## src/rtl/multicycle_sequencer_if.sv

```systemverilog
// multicycle_sequencer_if: memory handshakes, strobes and status of the multicycle sequencer
interface multicycle_sequencer_if;
  logic [6:0] opc;
  logic imem_ready, dmem_ready;
  logic imem_req, ir_wen, dmem_req, dmem_we, rf_wen, pc_wen;
  logic [2:0] state;
  logic illegal, bus_err;
  logic [31:0] instret;
  modport master (
    output opc, imem_ready, dmem_ready,
    input imem_req, ir_wen, dmem_req, dmem_we, rf_wen, pc_wen, state, illegal, bus_err, instret
  );
  modport slave (
    input opc, imem_ready, dmem_ready,
    output imem_req, ir_wen, dmem_req, dmem_we, rf_wen, pc_wen, state, illegal, bus_err, instret
  );
endinterface

```

## src/rtl/multicycle_sequencer.sv

```systemverilog
// multicycle_sequencer: fetch/decode/execute/memory/writeback control FSM with bus timeout and retire counter
module multicycle_sequencer (
  input logic clk,
  input logic rst,
  multicycle_sequencer_if.slave bus
);
  typedef enum logic [2:0] {FETCH = 3'd0, DECODE, EXECUTE, MEMORY, WRITEBACK, HALT} state_t;
  state_t st;
  logic [3:0] wait_cnt;
  logic illegal_q, bus_err_q;
  logic [31:0] instret_q;
  logic is_load, is_store, is_branch, legal;
  assign is_load = bus.opc == 7'b0000011;
  assign is_store = bus.opc == 7'b0100011;
  assign is_branch = bus.opc == 7'b1100011;
  assign legal = is_load | is_store | is_branch | bus.opc inside {7'b0110011, 7'b0010011, 7'b0010111, 7'b0110111, 7'b1101111, 7'b1100111};
  // Strobes depend on ready inputs within the same cycle, so they stay combinational.
  assign bus.imem_req = st == FETCH;
  assign bus.ir_wen = st == FETCH && bus.imem_ready;
  assign bus.dmem_req = st == MEMORY;
  assign bus.dmem_we = st == MEMORY && is_store;
  assign bus.rf_wen = st == WRITEBACK;
  assign bus.pc_wen = st == WRITEBACK || (st == EXECUTE && is_branch) || (st == MEMORY && is_store && bus.dmem_ready);
  assign bus.state = st;
  assign bus.illegal = illegal_q;
  assign bus.bus_err = bus_err_q;
  assign bus.instret = instret_q;
  always_ff @(posedge clk) begin
    if (rst) begin
      st <= FETCH;
      illegal_q <= 1'b0;
      bus_err_q <= 1'b0;
      instret_q <= '0;
      wait_cnt <= '0;
    end else begin
      if (bus.pc_wen) instret_q <= instret_q + 32'd1;
      case (st)
        FETCH: if (bus.imem_ready) st <= DECODE;
        DECODE: begin
          st <= legal ? EXECUTE : HALT;
          if (!legal) illegal_q <= 1'b1;
        end
        EXECUTE: begin
          wait_cnt <= '0;
          st <= (is_load || is_store) ? MEMORY : is_branch ? FETCH : WRITEBACK;
        end
        MEMORY: begin
          if (bus.dmem_ready) st <= is_store ? FETCH : WRITEBACK;
          else begin
            wait_cnt <= wait_cnt + 4'd1;
            if (wait_cnt == 4'd15) begin
              st <= HALT;
              bus_err_q <= 1'b1;
            end
          end
        end
        WRITEBACK: st <= FETCH;
        default: st <= HALT;
      endcase
    end
  end
endmodule

```

## src/flat_wrapper.sv

```systemverilog
// flat-port wrapper written by rule: the top's interface ports become plain ports
module multicycle_sequencer_flat 
  (clk, rst, bus_opc, bus_imem_ready, bus_dmem_ready, bus_imem_req, bus_ir_wen, bus_dmem_req, bus_dmem_we, bus_rf_wen, bus_pc_wen, bus_state, bus_illegal, bus_bus_err, bus_instret);
  multicycle_sequencer_if bus_i ();
  input logic clk;
  input logic rst;
  input wire logic [$bits(bus_i.opc)-1:0] bus_opc;
  input wire logic [$bits(bus_i.imem_ready)-1:0] bus_imem_ready;
  input wire logic [$bits(bus_i.dmem_ready)-1:0] bus_dmem_ready;
  output wire logic [$bits(bus_i.imem_req)-1:0] bus_imem_req;
  output wire logic [$bits(bus_i.ir_wen)-1:0] bus_ir_wen;
  output wire logic [$bits(bus_i.dmem_req)-1:0] bus_dmem_req;
  output wire logic [$bits(bus_i.dmem_we)-1:0] bus_dmem_we;
  output wire logic [$bits(bus_i.rf_wen)-1:0] bus_rf_wen;
  output wire logic [$bits(bus_i.pc_wen)-1:0] bus_pc_wen;
  output wire logic [$bits(bus_i.state)-1:0] bus_state;
  output wire logic [$bits(bus_i.illegal)-1:0] bus_illegal;
  output wire logic [$bits(bus_i.bus_err)-1:0] bus_bus_err;
  output wire logic [$bits(bus_i.instret)-1:0] bus_instret;
  assign bus_i.opc = bus_opc;
  assign bus_i.imem_ready = bus_imem_ready;
  assign bus_i.dmem_ready = bus_dmem_ready;
  assign bus_imem_req = bus_i.imem_req;
  assign bus_ir_wen = bus_i.ir_wen;
  assign bus_dmem_req = bus_i.dmem_req;
  assign bus_dmem_we = bus_i.dmem_we;
  assign bus_rf_wen = bus_i.rf_wen;
  assign bus_pc_wen = bus_i.pc_wen;
  assign bus_state = bus_i.state;
  assign bus_illegal = bus_i.illegal;
  assign bus_bus_err = bus_i.bus_err;
  assign bus_instret = bus_i.instret;
  multicycle_sequencer u_core (.clk(clk), .rst(rst), .bus(bus_i));
endmodule
```

## config.mk

```make
export PLATFORM = sky130hd
export DESIGN_NAME = multicycle_sequencer_flat
export DESIGN_NICKNAME = d
export VERILOG_FILES = /design/src/rtl/multicycle_sequencer_if.sv /design/src/rtl/multicycle_sequencer.sv /design/src/flat_wrapper.sv
export SDC_FILE = /design/constraint.sdc
export NUM_CORES = 1
export LEC_CHECK = 0
export ABC_CLOCK_PERIOD_IN_PS = 2600
export CORE_ASPECT_RATIO = 0.75
export CORE_MARGIN = 3
export CORE_UTILIZATION = 30
export DETAILED_ROUTE_END_ITERATION = 12
export PLACE_DENSITY = 0.59
export SYNTH_ARGS = -nofsm -noshare
export SYNTH_HDL_FRONTEND = slang
export SYNTH_SLANG_ARGS = --single-unit
```

## constraint.sdc

```tcl
create_clock -name clk -period 2.6 [get_ports clk]
set_clock_uncertainty 0.05 [all_clocks]
set_input_delay 0.26 -clock clk [delete_from_list [all_inputs] [get_ports clk]]
set_output_delay 0.26 -clock clk [all_outputs]
set_load 0.02 [all_outputs]
```

==> out/metrics.sh, run 1 <==
SYNTH.AVG_CELL_AREA_UM2=8.27
MAXIMUM_FANOUT_ALONG_THE_WORST_PATH=6
START_UTIL_PCT=32.3
LAYOUT.NETS=338
CLOCK_ROOT_BUFFER='sky130_fd_sc_hd__clkbuf_8'
DIE_WIDTH_UM=103
LAYOUTNONFILLERINSTCOUNT=407
CTS-HOLD-FIX-BUFFERS=0
YOSYS.AREA_SHARE.XOR_XNOR_PCT=4.53
ANTENNADIODECOUNT=0
FLOORPLAN.DIE_AREA_MM2=0.00814
SYNTHADDERAREAFRAC_PCT=1.65
SYNTH_COMPOUND_GATE_AREA_SHARE_PCT=21.6
POST_SYNTH_NUM_CELL_TYPES=49
ROUTE.DETAILED.DRC=0
PLACED_CELLS_INCL_TAPS=399
PERIOD_MINUS_SLACK_PS=2490
CHIPHEIGHT_UM=78.9
PLACEMENT.IO_BUFFERS=53
FP-ROW-COUNT=25
POST-DP-HPWL_MM=4.16
DRV.MAX_CAP_VIOLATION_COUNT=0
GRT_FIRST_PASS_WIRELENGTH_MM=9.49
CRITPATHARRIVALTIME_PS=2180
YOSYS_MOST_USED_DFF='sky130_fd_sc_hd__dfxtp_1'
CTS_NUM_SINKS=41
DRT-WIRELENGTH-PER-CELL_UM=13.9
CTS_TREE='built'
SLEW_VIOL_FINAL=0
DRIVE_GT1_SHARE_PCT=10.4
GRT_UTIL_ALL_LAYERS_PCT=14.4
LIST_OF_MOST_FREQUENT_POST_SYNTHESIS_CELLS='41 x sky130_fd_sc_hd__dfxtp_1, 24 x sky130_fd_sc_hd__a21oi_1, 22 x sky130_fd_sc_hd__nor2_1'
COUNT_OF_STATE_ELEMENTS_AFTER_SYNTHESIS=41
PWR_DENSITY_CELL_mW_PER_MM2=464
START_KIND='input pin'
SYNTH-SIMPLE-AREA-SHARE_PCT=28.0
MIN_PATH_TYPE='register to register'
TOTALWIRELENGTH_MM=5.64
YOSYS.AREA.TOP_TYPE_SHARE_PCT=38.6
GRT_PASS1_VIAS=2025
TIMING.SLEW.HEADROOM_PCT=59.2
OUTCOME='finished clean'
WORSTSETUPPATHTYPE='input pin to output pin'
END_KIND='output pin'
FILLERS=663
IO_PINS=54
FINAL_CORE_UTILIZATION_PCT=44.4
CTS_H_TREE_DEPTH=2
LAYOUT_WORST_PATH_CYCLE_SHARE_PCT=95.6
MUX_CELL_AREA_SHARE_AFTER_SYNTHESIS_PCT=0.530
TIGHTEST_SLEW_PS=606
GRT_MAX_DEGREE=18
YS_TOP_CELLS_BY_AREA='sky130_fd_sc_hd__dfxtp_1 39%, sky130_fd_sc_hd__a21oi_1 5.7%, sky130_fd_sc_hd__xnor2_1 4.5%'
ROUTED-VIA-COUNT=2089
SYNTHESIS.NETS=270
LAYOUT-AREA-OVERHEAD-VS-SYNTH_PCT=37.4
RSZ0062_AT_GRT='false'
FIRST_PASS_ITERS=4
ROUTABILITYCONGESTION=0.796
SYNTH_TOP_FAMILY_BY_AREA='simple AND/OR/NAND/NOR gates'
SYNTH.MOST_COMMON_CELL='sky130_fd_sc_hd__dfxtp_1'
NUMBER_OF_FLOPS_MAPPED_TO_ENABLE_CELLS_BY_YOSYS=0
GLOBAL_ROUTE_OVERFLOW=0
ASR_FLOP_RATIO_SYNTH_PCT=0
FMAX_MHz=402
WORST_SETUP_HOLD_PATH_CLK_SLEW_PS=80
SYNTH-SEQ-AREA-SHARE_PCT=38.6
YOSYSWARNINGS=0
SYNTHESIS.AREA_MM2=0.00212
DETAIL-ROUTE-ANTENNA-NETS=0
VDD_DROP_MAX_uV=185
VIAS_PER_CELL=5.13
DRT_FIRST_ITER_VIOLATIONS=82
HOLD_VIOLATIONS=0
CLK_BUF_DEPTH=2
ANTENNA_FOUND_INITIAL=0
POWER.STATIC_LEAKAGE_nW=0.921
CORE_MM2=0.00657
SYNTH_CELLS=257
FINAL-SETUP-VIOL-COUNT=0
REQUIRED_PS=2290
SYNTH_LARGEST_AREA_CELL='sky130_fd_sc_hd__dfxtp_1'
CLKLATENCYLATEPIN_PS=290
CTS_MADE_BUFFERS=5
==> cells in the final DEF, fill, tap and decap left out, types with 3 or more instances in the layout <==
| cell | netlist | final |
|---|---|---|
| sky130_fd_sc_hd__clkdlybuf4s50_1 | 0 | 53 |
| sky130_fd_sc_hd__dfxtp_1 | 41 | 40 |
| sky130_fd_sc_hd__a21oi_1 | 24 | 24 |
| sky130_fd_sc_hd__nor2_1 | 22 | 22 |
| sky130_fd_sc_hd__buf_4 | 0 | 18 |
| sky130_fd_sc_hd__nand2_1 | 17 | 17 |
| sky130_fd_sc_hd__o21ai_0 | 15 | 15 |
| sky130_fd_sc_hd__inv_1 | 14 | 14 |
| sky130_fd_sc_hd__nand3_1 | 12 | 12 |
| sky130_fd_sc_hd__xnor2_1 | 11 | 11 |
| sky130_fd_sc_hd__a211oi_1 | 10 | 10 |
| sky130_fd_sc_hd__or3_1 | 9 | 9 |
| sky130_fd_sc_hd__nand4_1 | 9 | 9 |
| sky130_fd_sc_hd__nand3b_1 | 5 | 5 |
| sky130_fd_sc_hd__nor2b_1 | 5 | 5 |
| sky130_fd_sc_hd__clkbuf_8 | 0 | 5 |
| sky130_fd_sc_hd__nor4_1 | 4 | 4 |
| sky130_fd_sc_hd__nor3_1 | 4 | 4 |
| sky130_fd_sc_hd__nand2b_1 | 3 | 3 |
| sky130_fd_sc_hd__and4_1 | 3 | 3 |
| sky130_fd_sc_hd__or3b_1 | 3 | 3 |
| sky130_fd_sc_hd__a31o_2 | 3 | 3 |
| sky130_fd_sc_hd__clkbuf_1 | 6 | 3 |
==> path summary, 6_finish.rpt <==
path	startpoint	endpoint	slack (ps)	cells after the start
max	bus_opc[4]	bus_pc_wen	110	5
min	u_core.bus.illegal	u_core.bus.illegal	430	2
max reg2reg	u_core.bus.state[0]	u_core.bus.instret[19]	340	5
min reg2reg	u_core.bus.illegal	u_core.bus.illegal	430	2
==> stage by stage <==
step / worst slack (ps) / power, W / hold slack, ps / cell area (um2) / setup TNS (ps)
floorplan: 360 / 0.000835 / 378 / 2120 / 0
detailed placement: -23.9 / 0.000962 / 417 / 2840 / -71.9
global placement: 42.4 / 0.000960 / 405 / 2840 / 0
global route: 30.2 / 0.00142 / 467 / 2920 / 0
finish: 114 / 0.00136 / 429 / 2920 / 0
CTS: 50.6 / 0.00136 / 436 / 2920 / 0
==> state kept, by name (all words and copies together), names as in the netlist <==
signal              flops
u_core.bus.instret     32
u_core.wait_cnt         4
u_core.bus.state        3
u_core.bus.bus_err      1
u_core.bus.illegal      1
==> metal layers <==
metal	GRT usage [%]	part of all wire, %	wire (um)
met5	0	0	0
met4	3.75	0.73	41
met3	3.07	3.7	208
met2	21.8	43	2410
met1	20.6	53	2970
==> layout make-up <==
cell class                      instances  area, um2  area share (%)
Multi-Input combinational cell        192       1200            41.0
Sequential cell                        41        822            28.2
Timing Repair Buffer                   71        666            22.8
Tap cell                               81        101            3.47
Clock buffer                            8       80.1            2.74
Inverter                               14       52.6            1.80
==> report_power, final <==
part | internal [W] | switching [W]
registers | 0.000645 | 0.0000209
logic | 0.000134 | 0.000149
clock network | 0.000191 | 0.000216
total | 0.000970 | 0.000386
==> logic make-up after synthesis <==
family | after synthesis
AND/OR/NAND/NOR | 107
AO/OA/AOI/OAI | 70
flip-flops | 41
buffers and inverters | 24
XOR/XNOR | 11
adder cells (fa/ha/maj) | 3
multiplexers | 1
==> repair_timing <==
action / CTS / global route
setup buffers: 0 / 0
endpoints found under the setup margin: 0 / 1
resized for setup: 0 / 1
==> critical path: stages <==
cell and delay [ps]:
sky130_fd_sc_hd__clkdlybuf4s50_1 450, sky130_fd_sc_hd__nand2b_1 160, sky130_fd_sc_hd__a2111o_1 520, sky130_fd_sc_hd__nand2_1 160, sky130_fd_sc_hd__clkdlybuf4s50_1 620
Power figures use the tool's default switching activity.
==> run 2: changes to the inputs <==
- CORE_MARGIN: 3 -> 2
==> run 2 against run 1 <==
Against the previous run: register-to-register slack improved by 40 ps; highest routed layer unchanged; critical endpoint unchanged; largest cell class unchanged; design area rose by 2.3%; die area fell by 4.4%.
==> out/metrics.sh, run 2 (synthesized netlist as in run 1, its figures left out) <==
FLOORPLAN.DIE_AREA_MM2=0.00778  # -4.4%
GRT_UTIL_ALL_LAYERS_PCT=14.5  # +0.079 points
ROUTE.DETAILED.DRC=0  # unchanged
GRT_FIRST_PASS_WIRELENGTH_MM=9.29  # -2.2%
CTS-HOLD-FIX-BUFFERS=0  # unchanged
LARGEST_REGISTER_FF_COUNT=32  # unchanged
END_KIND='output pin'
HOLD_VIOLATIONS=0  # unchanged
CORE_MM2=0.00683  # +4.0%
CTS_NUM_SINKS=41  # unchanged
DETAIL-ROUTE-ANTENNA-NETS=0  # unchanged
GRT_MAX_DEGREE=18  # unchanged
FINAL-SETUP-VIOL-COUNT=0  # unchanged
PERIOD_MINUS_SLACK_PS=2470  # -12.4 ps
MIN_PATH_TYPE='register to register'
REQUIRED_PS=2290  # about the same
LAYOUT-AREA-OVERHEAD-VS-SYNTH_PCT=40.5
MOST_COMMON_CELL_AFTER_LAYOUT_FILL_AND_TAPS_ASIDE='sky130_fd_sc_hd__clkdlybuf4s50_1'
FIRST_PASS_ITERS=4  # unchanged
GRT_PASS1_VIAS=1978  # -2.3%
SLEW_VIOL_FINAL=0  # unchanged
DRT-WIRELENGTH-PER-CELL_UM=13.4  # -3.1%
GLOBAL_ROUTE_OVERFLOW=0  # unchanged
START_UTIL_PCT=31.1  # -1.2 points
FMAX_MHz=404  # +0.50%
FP-ROW-COUNT=26  # +4.0%
MOST-COMMON-LAYOUT-CELLS='53 x sky130_fd_sc_hd__clkdlybuf4s50_1, 40 x sky130_fd_sc_hd__dfxtp_1, 24 x sky130_fd_sc_hd__a21oi_1'
CLKLATENCYLATEPIN_PS=290  # about the same
PWR_DENSITY_CELL_mW_PER_MM2=499  # +7.6%
START_KIND='input pin'
VIAS_PER_CELL=5.17  # +0.67%
TIGHTEST_SLEW_PS=675  # +69.3 ps
DRIVE_GT1_SHARE_PCT=12.2  # +1.7 points
IO_PINS=54  # unchanged
CRIT_TOP_CELL='sky130_fd_sc_hd__clkdlybuf4s50_1'
ANTENNADIODECOUNT=0  # unchanged
OUTCOME='finished clean'
WORST_SETUP_HOLD_PATH_CLK_SLEW_PS=80  # about the same
CLK_BUF_DEPTH=2  # unchanged
CRIT_PATH_CELL_TRACE='clkdlybuf4s50_1, nand3b_1, a2111o_1, nand2_1, clkdlybuf4s50_1'
CLOCK_ROOT_BUFFER='sky130_fd_sc_hd__clkbuf_8'
PLACEMENT.IO_BUFFERS=53  # unchanged
CRITPATHMAXSTAGEDELAY_PS=620  # about the same
TIMING.SLEW.HEADROOM_PCT=54.9  # -4.4 points
RSZ0062_AT_GRT='false'
CRITICAL-PATH-SLOWEST-CELL='sky130_fd_sc_hd__clkdlybuf4s50_1'
POWER.STATIC_LEAKAGE_nW=0.951  # +3.2%
TIMING.HOLD.WS_PS=423  # -5.48 ps
CTS_TREE='built'
VDD_DROP_MAX_uV=290  # +56%
ROUTED-VIA-COUNT=2134  # +2.2%
MAXIMUM_FANOUT_ALONG_THE_WORST_PATH=5  # -1
CTS_H_TREE_DEPTH=2  # unchanged
TOTALWIRELENGTH_MM=5.54  # -1.7%
POST-DP-HPWL_MM=4.05  # -2.6%
LAYOUT_WORST_PATH_CYCLE_SHARE_PCT=95.1  # -0.48 points
DRV.MAX_CAP_VIOLATION_COUNT=0  # unchanged
LAYOUT.NETS=341  # +0.89%
FINALSETUPTNS_PS=0  # unchanged
DIE_WIDTH_UM=101  # -1.9%
ROUTABILITYCONGESTION=0.761  # -4.4%
CHIPHEIGHT_UM=76.9  # -2.5%
CRITPATHARRIVALTIME_PS=2160  # -20 ps
CTS_MADE_BUFFERS=5  # unchanged
WORSTSETUPPATHTYPE='input pin to output pin'
ANTENNA_FOUND_INITIAL=0  # unchanged
DRT_FIRST_ITER_VIOLATIONS=74  # -9.8%
run 2: layout make-up:
class	instances	area [um2]
Clock buffer	6	82.6
Clock inverter	2	37.5
Fill cell	659	3850
Inverter	14	52.6
Multi-Input combinational cell	192	1200
Sequential cell	41	822
Tap cell	84	105
Timing Repair Buffer	74	688
run 2: routing by layer:
metal	wire length, um	vias up	track usage [%]
met4	46	0	3.38
met5	0	-	0
met3	253	5	3.19
met2	2400	45	22.0
met1	2840	1002	20.7
li1	-	1082	-
run 2: critical path: cells and delay by family:
kind | cells | cell delay (ps)
buffers and inverters | 2 | 1090
AND/OR/NAND/NOR | 2 | 350
AO/OA/AOI/OAI | 1 | 460
run 2: path summary, 6_finish.rpt:
check	start	end	slack, ps	cells after the start
worst min register to register	u_core.bus.illegal	u_core.bus.illegal	420	2
worst max-delay path	bus_opc[6]	bus_pc_wen	130	5
worst max register to register	u_core.bus.instret[4]	u_core.bus.instret[25]	380	5
worst min-delay path	u_core.bus.illegal	u_core.bus.illegal	420	2
run 2: timing repair:
item	in CTS	in global routing
setup buffers	0	1
setup endpoints to repair	0	1
gates resized for setup	0	1
run 2: power breakdown:
group	internal, W	switching (W)
logic	0.000135	0.000154
clock network	0.000312	0.000229
registers	0.000645	0.0000162
total	0.00109	0.000399
run 2: through the flow:
stage | instance area (um2) | util (%) | power [W] | setup slack, ps | instances
floorplan | 2120 | - | 0.000835 | 360 | 257
global placement | 2860 | 41.8 | 0.000960 | 51.2 | 404
detailed placement | 2860 | 41.8 | 0.000962 | 14.2 | 404
CTS | 2980 | 43.6 | 0.00150 | 52.8 | 412
global route | 2990 | 43.7 | 0.00156 | 46.9 | 413
finish | 2990 | 43.7 | 0.00149 | 126 | 413
==> run 3: changes to the inputs <==
- SLEW_MARGIN: unset -> 0
==> results of run 3 <==
No change in the layout: final DEF, timing and power equal those of run 2.
